`config.mk`:
```
export PLATFORM = sky130hd
export DESIGN_NAME = vga_timing_gen
export DESIGN_NICKNAME = d
export VERILOG_FILES = /design/src/rtl/vga_timing_pkg.sv /design/src/rtl/vga_axis_counter.sv /design/src/rtl/vga_timing_gen.sv
export SDC_FILE = /design/constraint.sdc
export NUM_CORES = 1
export LEC_CHECK = 0
export CORE_UTILIZATION = 30
export CTS_CLUSTER_SIZE = 40
export DETAILED_ROUTE_END_ITERATION = 16
export GPL_TIMING_DRIVEN = 0
export PLACE_DENSITY = 0.61
export SYNTH_ARGS = -nofsm -noshare
export SYNTH_HDL_FRONTEND = slang
export SYNTH_HIERARCHICAL = 1
export SYNTH_SLANG_ARGS = --single-unit
```
`constraint.sdc`:
```
create_clock -name clk -period 4.88 [get_ports clk]
set_input_delay 0.976 -clock clk [delete_from_list [all_inputs] [get_ports clk]]
set_output_delay 0.976 -clock clk [all_outputs]
set_load 0.01 [all_outputs]
```
`src/rtl/vga_timing_pkg.sv`:
```
// -----------------------------------------------------------------------------
// vga_timing_pkg
// Shared definitions for the raster timing generator:
//   - vga_axis_t : packed bundle of the four region widths of one axis
//                  (front porch, sync, back porch, active).
//   - Standard mode tables (horizontal in clocks, vertical in lines):
//       800x600  @ 40 MHz (default of vga_timing_gen)
//       640x480  @ 25 MHz
//       1024x768 @ 65 MHz
// -----------------------------------------------------------------------------
package vga_timing_pkg;

    typedef struct packed {
        logic [15:0] fp;
        logic [15:0] sync;
        logic [15:0] bp;
        logic [15:0] active;
    } vga_axis_t;

    localparam vga_axis_t MODE_800X600_H  = '{fp: 16'd40, sync: 16'd128, bp: 16'd88,  active: 16'd800};
    localparam vga_axis_t MODE_800X600_V  = '{fp: 16'd1,  sync: 16'd4,   bp: 16'd23,  active: 16'd600};

    localparam vga_axis_t MODE_640X480_H  = '{fp: 16'd16, sync: 16'd96,  bp: 16'd48,  active: 16'd640};
    localparam vga_axis_t MODE_640X480_V  = '{fp: 16'd10, sync: 16'd2,   bp: 16'd33,  active: 16'd480};

    localparam vga_axis_t MODE_1024X768_H = '{fp: 16'd24, sync: 16'd136, bp: 16'd160, active: 16'd1024};
    localparam vga_axis_t MODE_1024X768_V = '{fp: 16'd3,  sync: 16'd6,   bp: 16'd29,  active: 16'd768};

    // Total period of one axis (sum of its four regions).
    function automatic int axis_total(input vga_axis_t a);
        return int'(a.fp) + int'(a.sync) + int'(a.bp) + int'(a.active);
    endfunction

endpackage

```
`src/rtl/vga_axis_counter.sv`:
```
// -----------------------------------------------------------------------------
// vga_axis_counter
// One raster axis (horizontal or vertical). Counts 0..TOTAL-1 with regions in
// the order FP, SYNC, BP, ACTIVE (count 0 = first front-porch unit).
// Ports:
//   clk, reset_n  : clock, asynchronous active-low reset
//   clr_i         : load the counter to 0 at the next edge (sync forced idle)
//   adv_i         : advance the counter at the next edge
//   cnt_o         : current (registered) count
//   next_cnt_o    : count that will be loaded at the next edge
//   wrap_o        : current count is the last of the period
//   sync_o        : registered sync at POL, aligned with cnt_o
//   active_o      : next_cnt_o lies in the active region (0 while clr_i)
//   offset_o      : next_cnt_o minus the active-region start
// -----------------------------------------------------------------------------
module vga_axis_counter
    import vga_timing_pkg::*;
#(
    parameter int FP     = 1,
    parameter int SYNC   = 1,
    parameter int BP     = 1,
    parameter int ACTIVE = 1,
    parameter bit POL    = 1'b1,
    parameter int CW     = $clog2(FP + SYNC + BP + ACTIVE)
) (
    input  logic          clk,
    input  logic          reset_n,
    input  logic          clr_i,
    input  logic          adv_i,
    output logic [CW-1:0] cnt_o,
    output logic [CW-1:0] next_cnt_o,
    output logic          wrap_o,
    output logic          sync_o,
    output logic          active_o,
    output logic [CW-1:0] offset_o
);

    localparam int TOTAL = FP + SYNC + BP + ACTIVE;
    localparam int START = FP + SYNC + BP;

    localparam logic [CW-1:0] LAST_C    = CW'(TOTAL - 1);
    localparam logic [CW-1:0] SYNC_LO_C = CW'(FP);
    localparam logic [CW-1:0] SYNC_HI_C = CW'(FP + SYNC);
    localparam logic [CW-1:0] START_C   = CW'(START);

    logic [CW-1:0] cnt_q, cnt_d;
    logic          sync_q, sync_d;
    logic          in_sync_s;

    assign wrap_o = (cnt_q == LAST_C);

    // Next-count selection: clear wins over advance, advance wraps at the end.
    always_comb begin
        cnt_d = cnt_q;
        if (clr_i) begin
            cnt_d = '0;
        end else if (adv_i) begin
            if (wrap_o) begin
                cnt_d = '0;
            end else begin
                cnt_d = cnt_q + CW'(1);
            end
        end else begin
            cnt_d = cnt_q;
        end
    end

    // Sync decode from the next count so the registered sync lines up with cnt_o.
    always_comb begin
        in_sync_s = 1'b0;
        if (!clr_i && (cnt_d >= SYNC_LO_C) && (cnt_d < SYNC_HI_C)) begin
            in_sync_s = 1'b1;
        end else begin
            in_sync_s = 1'b0;
        end
        sync_d = in_sync_s ? POL : ~POL;
    end

    // Count and sync registers.
    always_ff @(posedge clk or negedge reset_n) begin
        if (!reset_n) begin
            cnt_q  <= '0;
            sync_q <= ~POL;
        end else begin
            cnt_q  <= cnt_d;
            sync_q <= sync_d;
        end
    end

    assign cnt_o      = cnt_q;
    assign next_cnt_o = cnt_d;
    assign sync_o     = sync_q;
    assign active_o   = !clr_i && (cnt_d >= START_C);
    assign offset_o   = cnt_d - START_C;

endmodule

```
`src/rtl/vga_timing_gen.sv`:
```
// -----------------------------------------------------------------------------
// vga_timing_gen
// Parametrised raster timing generator (pixel clock domain).
// Ports:
//   clk, reset_n   : pixel clock, asynchronous active-low reset
//   en             : timing enable; low clears the raster to 0/0
//   scale_x/_y     : pixel / line replication 2^scale (latched at frame start)
//   line_cmp       : raster-compare line (raw vcnt)
//   hcnt, vcnt     : raw counters
//   hs, vs         : syncs at HS_POL / VS_POL
//   de, de_early   : display enable and its LEAD-clock early copy
//   x, y           : scaled active column / row
//   line_stb, frame_stb, cmp_irq : single-clock strobes at line start
// All outputs are registered from the next-state counts, so they align with
// hcnt/vcnt in the same cycle.
// -----------------------------------------------------------------------------
module vga_timing_gen
    import vga_timing_pkg::*;
#(
    parameter int H_FP     = int'(MODE_800X600_H.fp),
    parameter int H_SYNC   = int'(MODE_800X600_H.sync),
    parameter int H_BP     = int'(MODE_800X600_H.bp),
    parameter int H_ACTIVE = int'(MODE_800X600_H.active),
    parameter int V_FP     = int'(MODE_800X600_V.fp),
    parameter int V_SYNC   = int'(MODE_800X600_V.sync),
    parameter int V_BP     = int'(MODE_800X600_V.bp),
    parameter int V_ACTIVE = int'(MODE_800X600_V.active),
    parameter bit HS_POL   = 1'b1,
    parameter bit VS_POL   = 1'b1,
    parameter int LEAD     = 3,
    localparam int H_TOTAL = H_FP + H_SYNC + H_BP + H_ACTIVE,
    localparam int V_TOTAL = V_FP + V_SYNC + V_BP + V_ACTIVE,
    localparam int H_START = H_FP + H_SYNC + H_BP,
    localparam int V_START = V_FP + V_SYNC + V_BP,
    localparam int HW      = $clog2(H_TOTAL),
    localparam int VW      = $clog2(V_TOTAL),
    localparam int XW      = $clog2(H_ACTIVE),
    localparam int YW      = $clog2(V_ACTIVE)
) (
    input  logic          clk,
    input  logic          reset_n,
    input  logic          en,
    input  logic [1:0]    scale_x,
    input  logic [1:0]    scale_y,
    input  logic [VW-1:0] line_cmp,
    output logic [HW-1:0] hcnt,
    output logic [VW-1:0] vcnt,
    output logic          hs,
    output logic          vs,
    output logic          de,
    output logic          de_early,
    output logic [XW-1:0] x,
    output logic [YW-1:0] y,
    output logic          line_stb,
    output logic          frame_stb,
    output logic          cmp_irq
);

    if (LEAD < 0 || LEAD > H_BP ||
        H_FP <= 0 || H_SYNC <= 0 || H_BP <= 0 || H_ACTIVE <= 0 ||
        V_FP <= 0 || V_SYNC <= 0 || V_BP <= 0 || V_ACTIVE <= 0) begin : g_param_err
        $error("vga_timing_gen: LEAD must be 0..H_BP and every region width must be non-zero");
    end

    localparam logic [HW-1:0] DEE_LO_C = HW'(H_START - LEAD);
    // One extra bit: with LEAD=0 the upper bound equals H_TOTAL.
    localparam logic [HW:0]   DEE_HI_C = (HW+1)'(H_TOTAL - LEAD);

    logic          clr_s;
    logic          run_q;
    logic [HW-1:0] h_cnt_s, h_next_s, h_off_s;
    logic [VW-1:0] v_cnt_s, v_next_s, v_off_s;
    logic          h_wrap_s, v_wrap_s, h_act_s, v_act_s;
    logic          unused_v_wrap_s;

    logic [1:0]    sx_q, sx_d, sy_q, sy_d;
    logic          de_q, de_d, de_early_q, de_early_d;
    logic [XW-1:0] x_q, x_d;
    logic [YW-1:0] y_q, y_d;
    logic          line_q, line_d, frame_q, frame_d, cmp_q, cmp_d;

    assign clr_s           = ~en;
    assign unused_v_wrap_s = v_wrap_s;

    vga_axis_counter #(
        .FP(H_FP), .SYNC(H_SYNC), .BP(H_BP), .ACTIVE(H_ACTIVE), .POL(HS_POL), .CW(HW)
    ) u_h_axis (
        .clk        (clk),
        .reset_n    (reset_n),
        .clr_i      (clr_s),
        .adv_i      (run_q),
        .cnt_o      (h_cnt_s),
        .next_cnt_o (h_next_s),
        .wrap_o     (h_wrap_s),
        .sync_o     (hs),
        .active_o   (h_act_s),
        .offset_o   (h_off_s)
    );

    vga_axis_counter #(
        .FP(V_FP), .SYNC(V_SYNC), .BP(V_BP), .ACTIVE(V_ACTIVE), .POL(VS_POL), .CW(VW)
    ) u_v_axis (
        .clk        (clk),
        .reset_n    (reset_n),
        .clr_i      (clr_s),
        .adv_i      (run_q & h_wrap_s),
        .cnt_o      (v_cnt_s),
        .next_cnt_o (v_next_s),
        .wrap_o     (v_wrap_s),
        .sync_o     (vs),
        .active_o   (v_act_s),
        .offset_o   (v_off_s)
    );

    // Next-state decode of enables, strobes, scaling and coordinates.
    always_comb begin
        line_d     = !clr_s && (h_next_s == '0);
        frame_d    = line_d && (v_next_s == '0);
        cmp_d      = line_d && (v_next_s == line_cmp);
        de_d       = h_act_s && v_act_s;
        de_early_d = v_act_s && (h_next_s >= DEE_LO_C) && ({1'b0, h_next_s} < DEE_HI_C);

        // Scale factors only change at a frame boundary.
        if (clr_s) begin
            sx_d = 2'd0;
            sy_d = 2'd0;
        end else if (frame_d) begin
            sx_d = scale_x;
            sy_d = scale_y;
        end else begin
            sx_d = sx_q;
            sy_d = sy_q;
        end

        if (de_d) begin
            x_d = XW'(h_off_s >> sx_q);
        end else begin
            x_d = '0;
        end

        // y keeps the last row through blanking; cleared at frame start.
        if (clr_s || frame_d) begin
            y_d = '0;
        end else if (v_act_s) begin
            y_d = YW'(v_off_s >> sy_q);
        end else begin
            y_d = y_q;
        end
    end

    // Run flag: first enabled edge presents 0/0 instead of advancing.
    always_ff @(posedge clk or negedge reset_n) begin
        if (!reset_n) begin
            run_q <= 1'b0;
        end else begin
            run_q <= en;
        end
    end

    // Output and scale registers.
    always_ff @(posedge clk or negedge reset_n) begin
        if (!reset_n) begin
            sx_q       <= 2'd0;
            sy_q       <= 2'd0;
            de_q       <= 1'b0;
            de_early_q <= 1'b0;
            x_q        <= '0;
            y_q        <= '0;
            line_q     <= 1'b0;
            frame_q    <= 1'b0;
            cmp_q      <= 1'b0;
        end else begin
            sx_q       <= sx_d;
            sy_q       <= sy_d;
            de_q       <= de_d;
            de_early_q <= de_early_d;
            x_q        <= x_d;
            y_q        <= y_d;
            line_q     <= line_d;
            frame_q    <= frame_d;
            cmp_q      <= cmp_d;
        end
    end

    assign hcnt      = h_cnt_s;
    assign vcnt      = v_cnt_s;
    assign de        = de_q;
    assign de_early  = de_early_q;
    assign x         = x_q;
    assign y         = y_q;
    assign line_stb  = line_q;
    assign frame_stb = frame_q;
    assign cmp_irq   = cmp_q;

endmodule

```
# [Word level (Yosys, flattened, before mapping)]
# Index checks and enable logic that the tools add are counted.
[word_totals] output_inout_bits=48 register_bits=53 input_bits=17
[op_classes] order_cmp=8 n_eq_ne=4 bitwise_logic=2 n_reduce_logical=16 n_mux=17 shifts=2 addsub=4
[op_table] cell="$mux W10" count=6
[op_table] cell="$mux W11" count=3
[op_table] cell="$logic_and A1 B1 Y1" count=12
[op_table] cell="$add A11 B1 Y11 const B" count=1
[op_table] cell="$eq A11 B11 Y1 const B" count=1
[op_table] cell="$ge A11 B6 Y1 const B" count=1
[op_table] cell="$ge A11 B8 Y1 const B" count=1
[op_table] cell="$ge A11 B9 Y1 const B" count=1
[op_table] cell="$logic_not A11 Y1" count=1
[op_table] cell="$lt A11 B11 Y1 const B" count=1
[op_table] cell="$lt A11 B8 Y1 const B" count=1
[op_table] cell="$shr A11 B2 Y10" count=1
[op_table] cell="$sub A11 B9 Y11 const B" count=1
[op_table] cell="$add A10 B1 Y10 const B" count=1
[op_table] cell="$eq A10 B10 Y1" count=1
[op_table] cell="$eq A10 B10 Y1 const B" count=1
[op_table] cell="$ge A10 B1 Y1 const B" count=1
[op_table] cell="$ge A10 B5 Y1 const B" count=1
[op_table] cell="$logic_not A10 Y1" count=1
[op_table] cell="$lt A10 B3 Y1 const B" count=1
[op_table] cell="$shr A10 B2 Y10" count=1
[op_table] cell="$sub A10 B5 Y10 const B" count=1
[op_table] cell="$mux W2" count=4
[op_table] cell="$mux W1" count=4
[op_table] cell="5 further kinds" count=5

# [Logic depth before layout (Yosys ltp)]
# Gate-level depths: netlist of the first run.
[depth] depth_word=9 mapped_depth=19 mapped_depth_nobuf=19

# [Modules after synthesis]
# Netlist of the first run, hierarchy kept.
[by_module_without_submodules] mod="vga_timing_gen" instances=1 cells_per_inst=148 area_per_inst_um2=1714.1 seq_area_each_um2=750.7
[by_module_without_submodules] mod="vga_axis_counter (u_v_axis)" instances=1 cells_per_inst=111 area_per_inst_um2=984.7 seq_area_each_um2=275.3
[by_module_without_submodules] mod="vga_axis_counter (u_h_axis)" instances=1 cells_per_inst=98 area_per_inst_um2=897.1 seq_area_each_um2=300.3

# [Least setup slack after synthesis of the first run]
# No wires, ideal clock.
[synth_timing] kind="register -> register" from="register u_h_axis.cnt_q[0] (netlist: u_h_axis/cnt_o[0])" to="register y_q[0] (netlist: y[0])" path_stages_with_launch=18 synth_period_minus_slack_ns=3.761 path_buffers=2 setup_slack_ns=1.119 arrival_time_ns=3.626 setup_time_ns=0.135 cell_sequence="dfrtp_1 ha_1 and4_2 nand4b_1 nor3_1 and2_1 buf_2 nand4_1 xnor2_1 nand2_1 inv_1 ha_1 nand2b_1 a21oi_1 a21o_1 buf_1 mux2i_1 nor2_1"
[synth_lines] element="from (decl)" line="vga_axis_counter.sv:46" text="logic [CW-1:0] cnt_q, cnt_d;"
[synth_lines] element="from (signal assigned)" line="vga_axis_counter.sv:85" text="cnt_q <= cnt_d;"
[synth_lines] element="$eq A11 B11 Y1" line="vga_axis_counter.sv:50" text="assign wrap_o = (cnt_q == LAST_C);"
[synth_lines] element="net h_wrap_s" line="vga_timing_gen.sv:73" text="logic h_wrap_s, v_wrap_s, h_act_s, v_act_s;"
[synth_lines] element="$and A1 B1 Y1" line="vga_timing_gen.sv:106" text=".adv_i (run_q & h_wrap_s),"
[synth_lines] element="$mux W10" line="vga_axis_counter.sv:57" text="end else if (adv_i) begin"
[synth_lines] element="$mux W10" line="vga_axis_counter.sv:55" text="if (clr_i) begin"
[synth_lines] element="net v_next_s[3]" line="vga_timing_gen.sv:72" text="logic [VW-1:0] v_cnt_s, v_next_s, v_off_s;"
[synth_lines] element="$ge A10 B5 Y1" line="vga_axis_counter.sv:93" text="assign active_o = !clr_i && (cnt_d >= START_C);"
[synth_lines] element="$logic_and A1 B1 Y1" line="vga_axis_counter.sv:93"
[synth_lines] element="net v_act_s" line="vga_timing_gen.sv:73"
[synth_lines] element="$reduce_bool A2 Y1 (no source line)"
[synth_lines] element="to (signal assigned)" line="vga_timing_gen.sv:178" text="y_q <= y_d;"
[synth_lines] element="to (decl)" line="vga_timing_gen.sv:79" text="logic [YW-1:0] y_q, y_d;"
# The timed path passes the listed nets, and every way through them passes these cells. The select of a mux whose other input is x is not followed.
# A chain may end at the register's enable or synchronous reset.

# [Final worst setup path of the first run]
[layout_timing] from="register u_h_axis.cnt_q[1] (netlist: u_h_axis/cnt_o[1])" to="register y_q[7] (netlist: y[7])"
[layout_lines] element="$eq A11 B11 Y1" line="vga_axis_counter.sv:50"
[layout_lines] element="net h_wrap_s" line="vga_timing_gen.sv:73"
[layout_lines] element="$and A1 B1 Y1" line="vga_timing_gen.sv:106"
[layout_lines] element="$mux W10" line="vga_axis_counter.sv:57"
[layout_lines] element="$mux W10" line="vga_axis_counter.sv:55"
[layout_lines] element="net v_next_s[3]" line="vga_timing_gen.sv:72"
[layout_lines] element="$sub A10 B5 Y10" line="vga_axis_counter.sv:94" text="assign offset_o = cnt_d - START_C;"
[layout_lines] element="net v_off_s[8]" line="vga_timing_gen.sv:72"
[layout_lines] element="$shr A10 B2 Y10" line="vga_timing_gen.sv:145" text="y_d = YW'(v_off_s >> sy_q);"
[layout_lines] element="$mux W10" line="vga_timing_gen.sv:144" text="end else if (v_act_s) begin"
[layout_lines] element="$mux W10" line="vga_timing_gen.sv:142" text="if (clr_s || frame_d) begin"
# The timed path passes the listed nets, and every way through them passes these cells. The select of a mux whose other input is x is not followed.

==> results.cfg, run 1 <==
[floorplan]
die_area_mm2 = 0.0124
io_pins = 65
die_w_um = 111
initial_core_util_pct = 31.1
fp.coreArea_mm2 = 0.0115
die_h_um = 111
num_rows = 39

[grt]
grt_pass1_vias = 3004
antenna_found_initial = 0
grt_max_degree = 31
grt_pass1_wl_um = 14800
grt_overflow = 0
groute.usage.overall_pct = 14.7

[critical_path]
critical_path_class = reg2reg
worst_setup_path_end_kind = flip-flop
crit_arrival_ps = 4620
path_max_fanout = 10
required_ps = 5100
critPathLaunchType = flip-flop

[clock_tree]
tritoncts = done
clk_path_buf_depth = 2
clkSinkCount = 53
cts_buffers = 5
insertion_delay_ps = 290
ctsHoldBuffers = 0
htree_levels = 2
cts_root_buf = clkbuf_16
cts.clk_slew.worst_paths_ps = 70

[sta]
grt_setup_unrepaired = false
layout_setup_ws_ps = 479
hold_violations = 0
slew_headroom_pct = 52.4
slew_viol_final = 0
tightest_slew_ps = 709
period_needed_ps = 4400
fin_worst_skew_ps = 8.50
max_freq_ghz = 0.227
setup_viol = 0
fin_crit_sh_pct = 90.2

[placement]
place_area_mm2 = 0.00442
place_ws_ps = -236
io_buffers = 64
place_congestion = 0.849
hpwlAfterDp_um = 6750

[layout]
drive_gt1_share_pct = 14.7
antenna_cells = 0
final_nets = 452
finalInstanceArea_mm2 = 0.00460
syn_to_final_growth_pct = 28.3

[logic_synthesis]
synthesis.nets = 380
synth_area_mm2 = 0.00359
avgSynthCellArea_um2 = 10.1
syn_inst = 355
yosys_warnings = 6

[drt]
topRoutingLayerUsed = met4
ant_nets = 0
wirelength_um = 8760
wire_per_inst_um = 15.3
met1_length_um = 3970
first_pass_iters = 12
vias_per_cell = 5.17
vias = 2954
drt_iter0_markers = 116
wl_met2_um = 4370
drc_errors = 10
dr_wl_met3_um = 348

[power]
p_leak_nw = 1.93
power_density_mw_per_mm2 = 208
max-vdd-ir-drop_uv = 167

[run]
maxCapViolCount = 0

[run_status]
status = finished with violations
violations = design-rule violations

[worst_hold_path]
hold_path.class = reg2reg
-- state kept, by name, indices dropped and copies added, names as in the netlist --
signal	flops
de	1
u_v_axis/sync_o	1
u_h_axis/sync_o	1
x	10
frame_stb	1
u_v_axis/cnt_o	10
cmp_irq	1
de_early	1
sx_q	2
sy_q	2
line_stb	1
run_q	1
u_h_axis/cnt_o	11
y	10
-- through the flow --
step	TNS [ps]	hold WS, ps	utilization [%]	power, mW	instances
after floorplan	0	555	-	0.513	355
after global placement	-819	514	38.3	0.552	562
after detailed placement	-1940	517	38.4	0.555	563
after CTS	0	534	39.9	0.974	571
after global routing	0	563	39.9	1.00	571
final	0	528	39.9	0.958	571
-- layout by cell type (no fill, tap or decap), drive strengths merged, types with 3 or more instances in the layout --
cell           count
nor4               7
nor4b              4
clkbuf            13
nand4              7
mux2i             24
and3               5
nor3              11
nor2              35
nor2b             14
mux4              10
ha                 8
nand3             11
and2               5
o21ai              5
nand2             25
a211oi             4
nand2b             6
nand3b             3
or2                4
inv               10
nand4b             3
xnor2             15
a31oi              6
clkdlybuf4s50     63
buf               24
a21oi              8
xor2              14
dfrtp             53
-- layer usage --
metal / vias to the layer above / GRT usage (%)
met3: 8 / 2.83
met4: 0 / 4.14
met1: 1464 / 18.8
li1: 1411 / -
met5: - / 0
met2: 71 / 25.4
-- final cells by class --
type,instances,area [um2]
flip-flops and latches,53,1330
well taps,143,179
clock inverters,1,30.0
multi-input cells,264,2040
repair buffers,65,656
inverters,10,37.5
plain buffers,28,191
fillers,1120,6920
clock buffers,7,143
-- critical path: stages, from the launching register on --
cell	delay, ps
dfrtp_1	460
ha_1	300
and4_2	310
nand4b_1	110
nor3_1	130
and2_1	210
buf_2	230
nand4_1	330
xnor2_1	340
nand2_1	160
inv_1	210
ha_1	220
nand2b_1	70
a21oi_2	220
nor4b_1	90
a211oi_1	370
mux2i_1	160
o211ai_1	190
o21ai_0	110
nor2_1	100
-- power by group --
group	switching (mW)	leakage, nW	internal [mW]	total [mW]
Sequential	0.00755	0.732	0.445	0.452
Combinational	0.0455	1.11	0.0471	0.0926
Clock	0.156	0.0841	0.257	0.413
-- timing repair --
item / CTS / global route
gates resized for setup: 0 / 4
buffers inserted: 0 / 0
endpoints found under the setup margin: 0 / 10
-- worst paths after layout --
kind	start	end	slack, ps	cells past startpoint
worst max-delay path	u_h_axis/cnt_o[1]$_DFF_PN0_	y[7]$_DFFE_PN0P_	480	19
max in group asynchronous	reset_n	sx_q[1]$_DFFE_PN0P_	3640	2
worst max register to register	u_h_axis/cnt_o[1]$_DFF_PN0_	y[7]$_DFFE_PN0P_	480	19
min in group asynchronous	reset_n	u_v_axis/cnt_o[5]$_DFF_PN0_	680	1
worst min-delay path	y[8]$_DFFE_PN0P_	y[8]$_DFFE_PN0P_	530	2
worst min register to register	y[8]$_DFFE_PN0P_	y[8]$_DFFE_PN0P_	530	2
Power figures use the tool's default switching activity.
==> inputs of run 2 (changes only) <==
Settings changed: CORE_MARGIN set to 2, PLACE_DENSITY 0.61 to 0.53.
==> run 2 against run 1 <==
Net effect: the flow now finishes without violations; cell area up 0.11%; sequential share of layout area about the same; power down 0.22%; critical endpoint is now y[1]$_DFFE_PN0P_; highest routed layer unchanged.
==> results.cfg, run 2 (synthesis results as in run 1) <==
[run_status]
status = complete, no violations

[sta]
whs_ps = 529
max_freq_ghz = 0.230
hold_violations = 0
slew_headroom_pct = 49.9
fin_worst_skew_ps = 7.39
period_needed_ps = 4360
setup_viol = 0
grt_setup_unrepaired = false
tightest_slew_ps = 746
fin_crit_sh_pct = 89.3
slew_viol_final = 0

[layout]
finalInstanceArea_mm2 = 0.00460
fillers = 1142
final_nets = 452
final_cell_count_no_fill = 571
layout_common_cells = 63 x clkdlybuf4s50_1, 53 x dfrtp_1, 35 x nor2_1
drive_gt1_share_pct = 15.0
syn_to_final_growth_pct = 28.4
antenna_cells = 0
largest_reg_flops = 11
final_common_cell = clkdlybuf4s50_1
multi_input_area_mm2 = 0.00204
regArea_mm2 = 0.00133

[power]
power_switching_uw = 221
p_sw_share_pct = 23.1
design_power_total_uw = 956
seqPwrFrac_pct = 47.3
p_leak_nw = 1.93
clkPwrFrac_pct = 42.9
intPower_uw = 735
max-vdd-ir-drop_uv = 170
pwr-share-comb_pct = 9.8
power_density_mw_per_mm2 = 208

[floorplan]
initial_core_util_pct = 31.0
die_h_um = 113
io_pins = 65
die_area_mm2 = 0.0128
fp.coreArea_mm2 = 0.0116
num_rows = 39
die_w_um = 113

[placement]
dp.cells = 563
place_congestion = 0.874
place_area_mm2 = 0.00442
hpwlAfterDp_um = 6950
io_buffers = 64

[critical_path]
required_ps = 5040
crit_arrival_ps = 4510
path_max_fanout = 13
worst_setup_path_end_kind = flip-flop
critPathLaunchType = input pin
critical_path_class = in2reg

[clock_tree]
cts.clk_slew.worst_paths_ps = 70
cts_buffers = 5
cts_root_buf = clkbuf_16
insertion_delay_ps = 290
ctsHoldBuffers = 0
htree_levels = 2
clkSinkCount = 53
tritoncts = done
clk_path_buf_depth = 2

[drt]
vias = 2860
ant_nets = 0
drc_errors = 0
drt_iter0_markers = 92
wirelength_um = 9000
vias_per_cell = 5.01
wire_per_inst_um = 15.8
first_pass_iters = 4

[grt]
grt_max_degree = 28
antenna_found_initial = 0
grt_pass1_wl_um = 15100
grt_overflow = 0
grt_pass1_vias = 2920
groute.usage.overall_pct = 14.6

[run]
maxCapViolCount = 0

[worst_hold_path]
hold_path.class = reg2reg
==> run 2: cell count changes in the layout (fill, tap and decap cells not counted) <==
cell,delta
xnor2_2,+1
clkbuf_2,-1
xnor2_1,-1
clkinvlp_4,+1
clkinv_4,+1
clkbuf_8,-1
==> run 2: per-layer routing <==
layer,wire length (um),global-route usage (%),vias up
met3,292,2.46,11
li1,-,-,1407
met5,0,0,-
met2,4510,25.0,59
met4,107,3.33,0
met1,4100,19.5,1383
==> run 2: what timing repair did <==
action,4_1_cts,5_1_grt
setup endpoints to repair,0,12
setup buffers,0,0
gates resized for setup,0,3
==> run 2: final timing paths <==
| kind | start | end | slack [ps] | cells after the start |
|---|---|---|---|---|
| setup reg to reg | u_h_axis/cnt_o[0]$_DFF_PN0_ | y[1]$_DFFE_PN0P_ | 530 | 17 |
| setup / recovery | en | y[1]$_DFFE_PN0P_ | 520 | 13 |
| max in group asynchronous | reset_n | line_stb$_DFF_PN0_ | 3620 | 2 |
| min in group asynchronous | reset_n | de$_DFF_PN0_ | 690 | 1 |
| hold reg to reg | y[5]$_DFFE_PN0P_ | y[5]$_DFFE_PN0P_ | 530 | 2 |
| hold / removal | y[5]$_DFFE_PN0P_ | y[5]$_DFFE_PN0P_ | 530 | 2 |
==> run 2: power by group through the flow <==
stage               combinational (mW)  clock, mW  sequential (mW)
finish                          0.0940      0.410            0.452
CTS                             0.0960      0.425            0.452
detailed placement              0.0955          0            0.461
floorplan                       0.0519          0            0.461
global placement                0.0930          0            0.461
global route                     0.104      0.439            0.453
==> run 2: cell type report <==
| class | instances | area share [%] |
|---|---|---|
| multi-input cells | 264 | 44.4 |
| flip-flops and latches | 53 | 28.8 |
| repair buffers | 65 | 14.2 |
| plain buffers | 28 | 4.13 |
| well taps | 143 | 3.89 |
| clock buffers | 5 | 2.72 |
| clock inverters | 3 | 1.01 |
| inverters | 10 | 0.815 |
==> run 2: metrics by stage <==
stage / worst slack, ps / utilization [%] / TNS [ps]
after floorplan: 1120 / - / 0
after global placement: -191 / 38.1 / -1510
after detailed placement: -181 / 38.2 / -1350
after CTS: 118 / 39.7 / 0
after global routing: 5.38 / 39.8 / 0
final: 524 / 39.8 / 0
==> run 2: critical path: stages <==
cell and delay [ps]:
clkdlybuf4s50_1 530, clkbuf_1 400, inv_1 350, nor2_1 380
nand2_1 220, inv_1 220, ha_1 210, nand2b_1 80
a21oi_2 220, a21o_1 270, clkbuf_2 360, mux2i_1 230
nor2_1 60
